[config.mk]
export PLATFORM = sky130hd
export DESIGN_NAME = spm_bulk_init
export DESIGN_NICKNAME = d
export VERILOG_FILES = /design/src/rtl/spm_init_pkg.sv /design/src/rtl/spm_bulk_init.sv
export SDC_FILE = /design/constraint.sdc
export NUM_CORES = 1
export LEC_CHECK = 0
export ABC_CLOCK_PERIOD_IN_PS = 3290
export CORE_AREA = 2 2 151 153
export CTS_CLUSTER_DIAMETER = 30
export DETAILED_ROUTE_END_ITERATION = 16
export DIE_AREA = 0 0 153 155
export GPL_TIMING_DRIVEN = 0
export HOLD_SLACK_MARGIN = 0.03
export PLACE_DENSITY = 0.76
export SETUP_SLACK_MARGIN = 0.4
export SYNTH_ARGS = -nofsm -noshare
export SYNTH_HDL_FRONTEND = slang
export SYNTH_SLANG_ARGS = --single-unit
[constraint.sdc]
create_clock -name clk_i -period 3.29 [get_ports clk_i]
set_input_delay 0.8225 -clock clk_i [delete_from_list [all_inputs] [get_ports clk_i]]
set_output_delay 0.8225 -clock clk_i [all_outputs]
set_load 0.03 [all_outputs]
[src/rtl/spm_init_pkg.sv]
// Shared types for the SPM bulk initiator: command ops, FSM states, SPM port structs
// and the byte-address to index/tag mapping.
package spm_init_pkg;

    localparam int unsigned XLEN               = 64;
    localparam int unsigned DATA_WIDTH         = XLEN;
    localparam int unsigned WORD_BYTES         = DATA_WIDTH / 8;
    localparam int unsigned WORD_SHIFT         = $clog2(WORD_BYTES);
    localparam int unsigned DCACHE_INDEX_WIDTH = 12;
    localparam int unsigned DCACHE_TAG_WIDTH   = 44;

    typedef enum logic [1:0] {
        OP_WRITE   = 2'd0,
        OP_ZERO    = 2'd1,
        OP_READ    = 2'd2,
        OP_ILLEGAL = 2'd3
    } spm_init_op_e;

    typedef enum logic [2:0] {
        StIdle,
        StFetch,
        StReq,
        StVerify,
        StOut,
        StDone
    } spm_init_state_e;

    typedef struct packed {
        logic [DCACHE_INDEX_WIDTH-1:0] address_index;
        logic [DCACHE_TAG_WIDTH-1:0]   address_tag;
        logic [DATA_WIDTH-1:0]         data_wdata;
        logic                          data_req;
        logic                          data_we;
        logic [WORD_BYTES-1:0]         data_be;
        logic [1:0]                    data_size;
        logic                          kill_req;
        logic                          tag_valid;
    } dcache_req_i_t;

    typedef struct packed {
        logic                  data_gnt;
        logic                  data_rvalid;
        logic [DATA_WIDTH-1:0] data_rdata;
    } dcache_req_o_t;

    typedef struct packed {
        logic [DCACHE_INDEX_WIDTH-1:0] index;
        logic [DCACHE_TAG_WIDTH-1:0]   tag;
    } spm_addr_t;

    // Low bits select the byte within a way; the way number lands in the low tag bits.
    function automatic spm_addr_t spm_addr_map(input logic [31:0] addr,
                                               input int unsigned idx_w,
                                               input int unsigned way_w);
        spm_addr_t   m;
        logic [31:0] idx_mask;
        logic [31:0] way_mask;
        idx_mask = (32'd1 << idx_w) - 32'd1;
        way_mask = (32'd1 << way_w) - 32'd1;
        m.index  = DCACHE_INDEX_WIDTH'(addr & idx_mask);
        m.tag    = DCACHE_TAG_WIDTH'((addr >> idx_w) & way_mask);
        return m;
    endfunction

endpackage

[src/rtl/spm_bulk_init.sv]
// Bulk write / zero-fill / read-out master for the SPM port, one word access at a time.
// Optional SPM_INIT_READBACK_EN: read back every written word and stop on a mismatch.
module spm_bulk_init
    import spm_init_pkg::*;
#(
    parameter int unsigned NR_WAYS       = 4,
    parameter int unsigned SPM_IDX_WIDTH = 12,
    parameter int unsigned LEN_WIDTH     = 16,
    localparam int unsigned AW           = SPM_IDX_WIDTH + $clog2(NR_WAYS)
) (
    input  logic                  clk_i,
    input  logic                  rst_i,
    input  logic                  cmd_valid_i,
    output logic                  cmd_ready_o,
    input  logic [1:0]            cmd_op_i,
    input  logic [AW-1:0]         cmd_addr_i,
    input  logic [LEN_WIDTH-1:0]  cmd_len_i,
    input  logic                  wdata_valid_i,
    input  logic [DATA_WIDTH-1:0] wdata_i,
    output logic                  wdata_ready_o,
    output logic                  rdata_valid_o,
    output logic [DATA_WIDTH-1:0] rdata_o,
    input  logic                  rdata_ready_i,
    input  logic                  abort_i,
    output dcache_req_i_t         spm_req_o,
    input  dcache_req_o_t         spm_rsp_i,
    output logic                  busy_o,
    output logic                  done_o,
    output logic                  error_o,
    output logic [AW-1:0]         err_addr_o
);

    localparam int unsigned EW = AW + LEN_WIDTH + 1;

    spm_init_state_e       r_state, w_state_nxt;
    spm_init_op_e          r_op, w_op_nxt;
    logic [AW-1:0]         r_addr, w_addr_nxt;
    logic [LEN_WIDTH-1:0]  r_rem, w_rem_nxt;
    logic [DATA_WIDTH-1:0] r_buf, w_buf_nxt;
    logic                  r_error, w_error_nxt;
    logic [AW-1:0]         r_err_addr, w_err_addr_nxt;
    logic                  r_abort_pend, w_abort_pend_nxt;

    logic [EW-1:0] w_cmd_end;
    logic [EW-1:0] w_limit;
    logic          w_cmd_ok;
    logic          w_abort;
    logic          w_req_ack;
    logic          w_advance;
    spm_addr_t     w_map;

    assign w_cmd_end = EW'(cmd_addr_i) + (EW'(cmd_len_i) << WORD_SHIFT);
    assign w_limit   = EW'(NR_WAYS) << SPM_IDX_WIDTH;
    assign w_cmd_ok  = (cmd_addr_i[WORD_SHIFT-1:0] == '0) && (cmd_len_i != '0) &&
                       (cmd_op_i != OP_ILLEGAL) && (w_cmd_end <= w_limit);

    // An abort seen mid-ack is remembered and acted on at the next word boundary.
    assign w_abort   = abort_i | r_abort_pend;
    assign w_req_ack = (r_op == OP_READ) ? spm_rsp_i.data_rvalid : spm_rsp_i.data_gnt;
    assign w_map     = spm_addr_map(32'(r_addr), SPM_IDX_WIDTH, $clog2(NR_WAYS));

    always_comb begin
        w_state_nxt      = r_state;
        w_op_nxt         = r_op;
        w_addr_nxt       = r_addr;
        w_rem_nxt        = r_rem;
        w_buf_nxt        = r_buf;
        w_error_nxt      = r_error;
        w_err_addr_nxt   = r_err_addr;
        w_abort_pend_nxt = r_abort_pend | abort_i;
        w_advance        = 1'b0;

        unique case (r_state)
            StIdle: begin
                w_abort_pend_nxt = 1'b0;
                if (cmd_valid_i) begin
                    w_op_nxt    = spm_init_op_e'(cmd_op_i);
                    w_addr_nxt  = cmd_addr_i;
                    w_rem_nxt   = cmd_len_i;
                    w_buf_nxt   = '0;
                    w_error_nxt = 1'b0;
                    if (!w_cmd_ok) begin
                        w_error_nxt    = 1'b1;
                        w_err_addr_nxt = cmd_addr_i;
                        w_state_nxt    = StDone;
                    end else if (cmd_op_i == OP_WRITE) begin
                        w_state_nxt = StFetch;
                    end else begin
                        w_state_nxt = StReq;
                    end
                end
            end
            StFetch: begin
                if (w_abort) begin
                    w_state_nxt = StDone;
                end else if (wdata_valid_i) begin
                    w_buf_nxt   = wdata_i;
                    w_state_nxt = StReq;
                end
            end
            StReq: begin
                if (w_req_ack) begin
                    if (r_op == OP_READ) begin
                        w_buf_nxt   = spm_rsp_i.data_rdata;
                        w_state_nxt = StOut;
                    end else begin
`ifdef SPM_INIT_READBACK_EN
                        w_state_nxt = StVerify;
`else
                        w_advance   = 1'b1;
`endif
                    end
                end
            end
`ifdef SPM_INIT_READBACK_EN
            StVerify: begin
                if (spm_rsp_i.data_rvalid) begin
                    if (spm_rsp_i.data_rdata != r_buf) begin
                        w_error_nxt    = 1'b1;
                        w_err_addr_nxt = r_addr;
                        w_state_nxt    = StDone;
                    end else begin
                        w_advance = 1'b1;
                    end
                end
            end
`endif
            StOut: begin
                if (rdata_ready_i) begin
                    w_advance = 1'b1;
                end
            end
            StDone: begin
                w_abort_pend_nxt = 1'b0;
                w_state_nxt      = StIdle;
            end
            default: w_state_nxt = StIdle;
        endcase

        if (w_advance) begin
            w_addr_nxt = r_addr + AW'(WORD_BYTES);
            w_rem_nxt  = r_rem - LEN_WIDTH'(1);
            if (r_rem == LEN_WIDTH'(1) || w_abort) begin
                w_state_nxt = StDone;
            end else if (r_op == OP_WRITE) begin
                w_state_nxt = StFetch;
            end else begin
                w_state_nxt = StReq;
            end
        end
    end

    always_ff @(posedge clk_i) begin
        if (rst_i) begin
            r_state      <= StIdle;
            r_op         <= OP_WRITE;
            r_addr       <= '0;
            r_rem        <= '0;
            r_buf        <= '0;
            r_error      <= 1'b0;
            r_err_addr   <= '0;
            r_abort_pend <= 1'b0;
        end else begin
            r_state      <= w_state_nxt;
            r_op         <= w_op_nxt;
            r_addr       <= w_addr_nxt;
            r_rem        <= w_rem_nxt;
            r_buf        <= w_buf_nxt;
            r_error      <= w_error_nxt;
            r_err_addr   <= w_err_addr_nxt;
            r_abort_pend <= w_abort_pend_nxt;
        end
    end

    always_comb begin
        spm_req_o = '0;
        if (r_state == StReq || r_state == StVerify) begin
            spm_req_o.address_index = w_map.index;
            spm_req_o.address_tag   = w_map.tag;
            spm_req_o.data_wdata    = r_buf;
            spm_req_o.data_req      = 1'b1;
            spm_req_o.data_we       = (r_state == StReq) && (r_op != OP_READ);
            spm_req_o.data_be       = '1;
            spm_req_o.data_size     = 2'b11;
            spm_req_o.tag_valid     = 1'b1;
        end
    end

    assign cmd_ready_o   = (r_state == StIdle);
    assign busy_o        = (r_state != StIdle);
    assign done_o        = (r_state == StDone);
    assign wdata_ready_o = (r_state == StFetch);
    assign rdata_valid_o = (r_state == StOut);
    assign rdata_o       = r_buf;
    assign error_o       = r_error;
    assign err_addr_o    = r_err_addr;

endmodule

# After elaboration in Yosys (flattened, before gate mapping)
# Index checks and enable logic that the tools add are counted.
[word_totals]
in_bits = 168
output_inout_bits = 218
register_bits = 115
elab_cells = 85
[op_classes]
addsub = 3
n_lt_le_gt_ge = 1
reduce_logical = 21
eq_ne = 19
bitwise = 2
muxes = 31
[ops]
columns = ["op", "n"]
rows = [
  ["$mux 64", 5],
  ["$pmux 64 s3", 1],
  ["$mux 132", 1],
  ["$mux 16", 3],
  ["$mux 14", 3],
  ["$mux 3", 8],
  ["$add 14x19->20", 1],
  ["$le 20x15->1 const B", 1],
  ["$eq 16x1->1 const B", 1],
  ["$reduce_bool 16->1", 1],
  ["$sub 16x1->16 const B", 1],
  ["$add 14x4->14 const B", 1],
  ["$ne 2x2->1 const B", 7],
  ["$pmux 3 s4", 1],
  ["$eq 3x2->1 const B", 2],
  ["$eq 3x3->1 const B", 2],
  ["$logic_not 3->1", 2],
  ["$mux 1", 6],
  ["$ne 3x3->1 const B", 2],
  ["$reduce_and 6->1", 1],
  ["$reduce_bool 3->1", 2],
  ["$reduce_and 5->1", 1],
  ["$logic_and 1x1->1", 4],
  ["$logic_not 2->1", 2],
  ["other kinds (14)", 18],
]

# Depth between registers and ports, before layout
[logic_depth]
ltp_word = 8
ltp_mapped = 12
mapped_depth_nobuf = 11

# Worst setup path before layout
# Ideal clock, no wire load.
[synth_timing]
path_kind = "input port to flip-flop"
start = "in cmd_addr_i[3]"
end = "reg r_state[1]"
slack_ps = -109
n_path_buf = 0
t_arrival_ps = 3308
cell_stages = 11
setup_ps = 91
cell_sequence = "ha_1 -> inv_1 -> fa_1 -> nand2b_1 -> a21oi_1 -> a41oi_2 -> mux2i_1 -> a2111oi_2 -> a41oi_1 -> or4_1 -> a311oi_1"
[synth_via]
elab_chain_len = 7
[synth_rtl]
columns = ["item", "line_no", "text"]
rows = [
  ["start, declared", "spm_bulk_init.sv:16", "input logic [AW-1:0] cmd_addr_i,"],
  ["$add 14x19->20", "spm_bulk_init.sv:52", "assign w_cmd_end = EW'(cmd_addr_i) + (EW'(cmd_len_i) << WORD_SHIFT);"],
  ["$le 20x15->1", "spm_bulk_init.sv:55", "(cmd_op_i != OP_ILLEGAL) && (w_cmd_end <= w_limit);"],
  ["$logic_and 1x1->1", "spm_bulk_init.sv:55", ""],
  ["$mux 3", "spm_bulk_init.sv:82", "if (!w_cmd_ok) begin"],
  ["$mux 3", "spm_bulk_init.sv:76", "if (cmd_valid_i) begin"],
  ["$pmux 3 s4", "spm_bulk_init.sv:73", "unique case (r_state)"],
  ["$mux 3", "spm_bulk_init.sv:140", "if (w_advance) begin"],
  ["end signal, assigned", "spm_bulk_init.sv:155", "r_state <= StIdle;"],
  ["end signal, assigned", "spm_bulk_init.sv:164", "r_state <= w_state_nxt;"],
  ["end, declared", "spm_bulk_init.sv:35", "spm_init_state_e r_state, w_state_nxt;"],
]
# Every way passes these cells. The select of a mux whose other input is x is not followed.
# A chain may end at the register's enable or synchronous reset.

# Worst setup path in the final report
[layout_timing]
start = "in cmd_addr_i[5]"
end = "reg r_state[1]"
# Same word-level chain as after synthesis.

==> metrics.csv <==
metric;value;unit
status;finished, final reports clean;
post-route-period-util;92.4;%
rsz0062_at_grt;yes;
r2r_cells;7;
seq_area_frac_synth;33.2;%
pin_count;386;
synth_common_cells;115 x dfxtp_1, 106 x nor2_1, 79 x and2_1;
syn_area;6930;um2
fin_cells;1588;
ant_nets;0;
synth_xor_area_share;0.506;%
cp.arrival;3.36;ns
yosysUniqueCellTypes;61;
rrSetupSlack;0.59;ns
nets;1471;
htree_levels;4;
start_kind;primary input;
finClkSkew;0.0124;ns
post-dp-hpwl;23900;um
start_util;31.2;%
hold_depth;2;
cap_violations;0;
clk_latency;0.42;ns
yosysMostFrequentCell;dfxtp_1;
grt-ovfl-total;0;
place_congestion;0.900;
synth-seq-cells;115;
clock_sinks;115;
r2r_start;r_state[2];
fp-row-count;55;
drt_drc_violations_left;0;
timing.rr.end;err_addr_o[1];
synthAdderAreaFrac;2.82;%
area_delta_synth_final;71.4;%
die_area;23700;um2
synthMuxAreaShare;1.88;%
core_region_area;22200;um2
syn_inst;869;
finalHoldViolCount;0;
cp.required;3.61;ns
switchingPower;3690;uW
drtIter0Drc;754;
num_vias;8330;
crit_fanout;4;
critPathCaptureType;flip-flop;
cts_root_buffer;clkbuf_16;
synth_top_area_cell;dfxtp_1;
n_fill_cell;2032;
clkPwrFrac;23.3;%
grt_use_total;24.7;%
period_needed;3.04;ns
power_frac_comb;50.1;%
synthArstFlopShare;0;%
die_w;153;um
netlist.area_leader.share;33.2;%
clk_pin_slew;0.06;ns
viasPerCell;5.25;
clock_path_buffers;2;
wl_per_cell;19.6;um
grt_pass1_vias;7647;
placed_cells;1536;
power.leakage;0.00472;uW
setup_viol;0;
peakVddDrop;0.000343;V
p_int;4900;uW
seqPwrFrac;26.6;%
cts_hold_buf;0;
fmax;329;MHz
hold-path-endpoint;r_addr[0];
cts_tree;built;
slew_headroom;44.7;%
grt_max_degree;22;
crit_type;in -> reg;
hp-class;reg -> reg;
fin_ws;0.250;ns
synth-simple-area-share;24.1;%
port_buffers;340;
dr.pass1.iters;5;
final_layout_size_suffix_gt1_share;18.4;%
synth-edff-count;0;
finalMaxSlewViolations;0;
avgSynthCellArea;7.97;um2
synth_top_family_by_area;compound AO/OA/AOI/OAI gates;
cts_buffers;17;
yosys_warnings;0;
worst-slew-pin-transition;0.829;ns
ys_top_cells_by_area;dfxtp_1 33%, a22oi_1 7.5%, a211oi_1 7.4%;
synth_compound_area_share;26.6;%
die_h;155;um
dp_slack;-0.881;ns
synthFlopType;dfxtp_1;
pwr_density_cell;723;nW/um2
hold_start;r_addr[0];
wl;31100;um
grt_pass1_wl;45400;um
antenna_found_initial;4;
power_switching_share;42.9;%
worstSetupStartpoint;cmd_addr_i[5];
## metal layers
| metal | wire [um] | GRT usage, % | vias to the layer above |
|---|---|---|---|
| li1 | - | - | 3907 |
| met3 | 2830 | 6.63 | 73 |
| met4 | 858 | 8.64 | 6 |
| met1 | 12900 | 31.8 | 3864 |
| met2 | 14500 | 40.0 | 480 |
| met5 | 43 | 0 | - |
## repair_timing
action                                  4_1_cts  5_1_grt
setup buffers                                12        5
gates cloned                                  1        0
pin swaps                                    20        9
resized for setup                           274       91
endpoints found under the setup margin      176      161
## how the worst max path moves through the flow
stage | slack, ns | end | cells after the start
global route | 0.18 | err_addr_o[7] | 15
detailed placement | -0.88 | r_state[1] | 12
floorplan | 0.14 | r_state[1] | 11
CTS | 0.26 | r_state[1] | 12
global placement | -0.82 | r_state[1] | 12
finish | 0.25 | r_state[1] | 10
## placed cells by master, fill, tap and decap left out, types with 6 or more instances in the layout
cell	netlist	final
a211oi_1	68	66
a21oi_1	39	36
a221oi_1	8	8
a22oi_1	69	69
a31oi_1	6	6
and2_1	79	79
buf_4	54	71
clkbuf_1	61	41
clkbuf_16	0	17
clkbuf_2	1	42
clkdlybuf4s15_1	0	15
clkdlybuf4s15_2	0	25
clkdlybuf4s50_1	0	224
conb_1	1	43
dfxtp_1	115	115
dlygate4sd2_1	0	39
ha_4	0	9
inv_1	12	10
mux2i_1	13	12
nand2_1	46	46
nand2b_1	26	25
nand3_1	18	18
nor2_1	106	103
nor3_1	11	10
nor4_1	8	8
o211ai_1	11	11
o21ai_0	28	26
## critical path, stage by stage
cell	delay, ns
dlygate4sd2_1	0.29
ha_4	0.20
nor2_4	0.15
a211oi_4	0.09
o41a_1	0.44
buf_4	0.16
a2111oi_4	0.32
a41oi_2	0.21
or4_4	0.46
a311oi_2	0.23
## stage by stage
step / hold WS [ns] / instance area, um2 / util (%) / power [uW] / TNS [ns]
2_1_floorplan: 0.432 / 7130 / - / 4660 / 0
5_1_grt: 0.481 / 11900 / 53.4 / 9000 / 0
3_5_place_dp: 0.444 / 10900 / 49.0 / 6370 / -39.28
3_3_place_gp: 0.441 / 10900 / 49.0 / 6310 / -37.76
4_1_cts: 0.452 / 11900 / 53.3 / 8480 / 0
6_report: 0.453 / 11900 / 53.4 / 8590 / 0
## power by group through the flow
| stage | Combinational, uW | Clock [uW] | Sequential, uW |
|---|---|---|---|
| after floorplan | 1790 | 0 | 2860 |
| after global placement | 4030 | 0 | 2270 |
| after detailed placement | 4080 | 0 | 2290 |
| after CTS | 4190 | 2030 | 2270 |
| after global routing | 4590 | 2080 | 2340 |
| final | 4300 | 2000 | 2280 |
## flip-flops by register name (all words and copies together), names as in the netlist
signal / cells
err_addr_o: 14
r_state: 3
rdata_o: 64
r_rem: 16
r_op: 2
r_addr: 14
r_abort_pend: 1
error_o: 1
## cell families after synthesis
group                    after synthesis
adder cells (fa/ha/maj)               15
AND/OR/NAND/NOR                      329
AO/OA/AOI/OAI                        260
other                                  1
multiplexers                          13
buffers and inverters                132
flip-flops                           115
XOR/XNOR                               4
## final cells by class
class,count,area [um2],area share [%]
Inverter,12,45.0,0.379
Tap cell,285,357,3.00
Multi-Input combinational cell,664,4350,36.6
Buffer,120,766,6.45
Clock inverter,12,179,1.51
Clock buffer,20,457,3.85
Sequential cell,115,2300,19.4
Timing Repair Buffer,358,3420,28.8
Antenna cell,2,5.00,0.0421
Power figures use the tool's default switching activity.
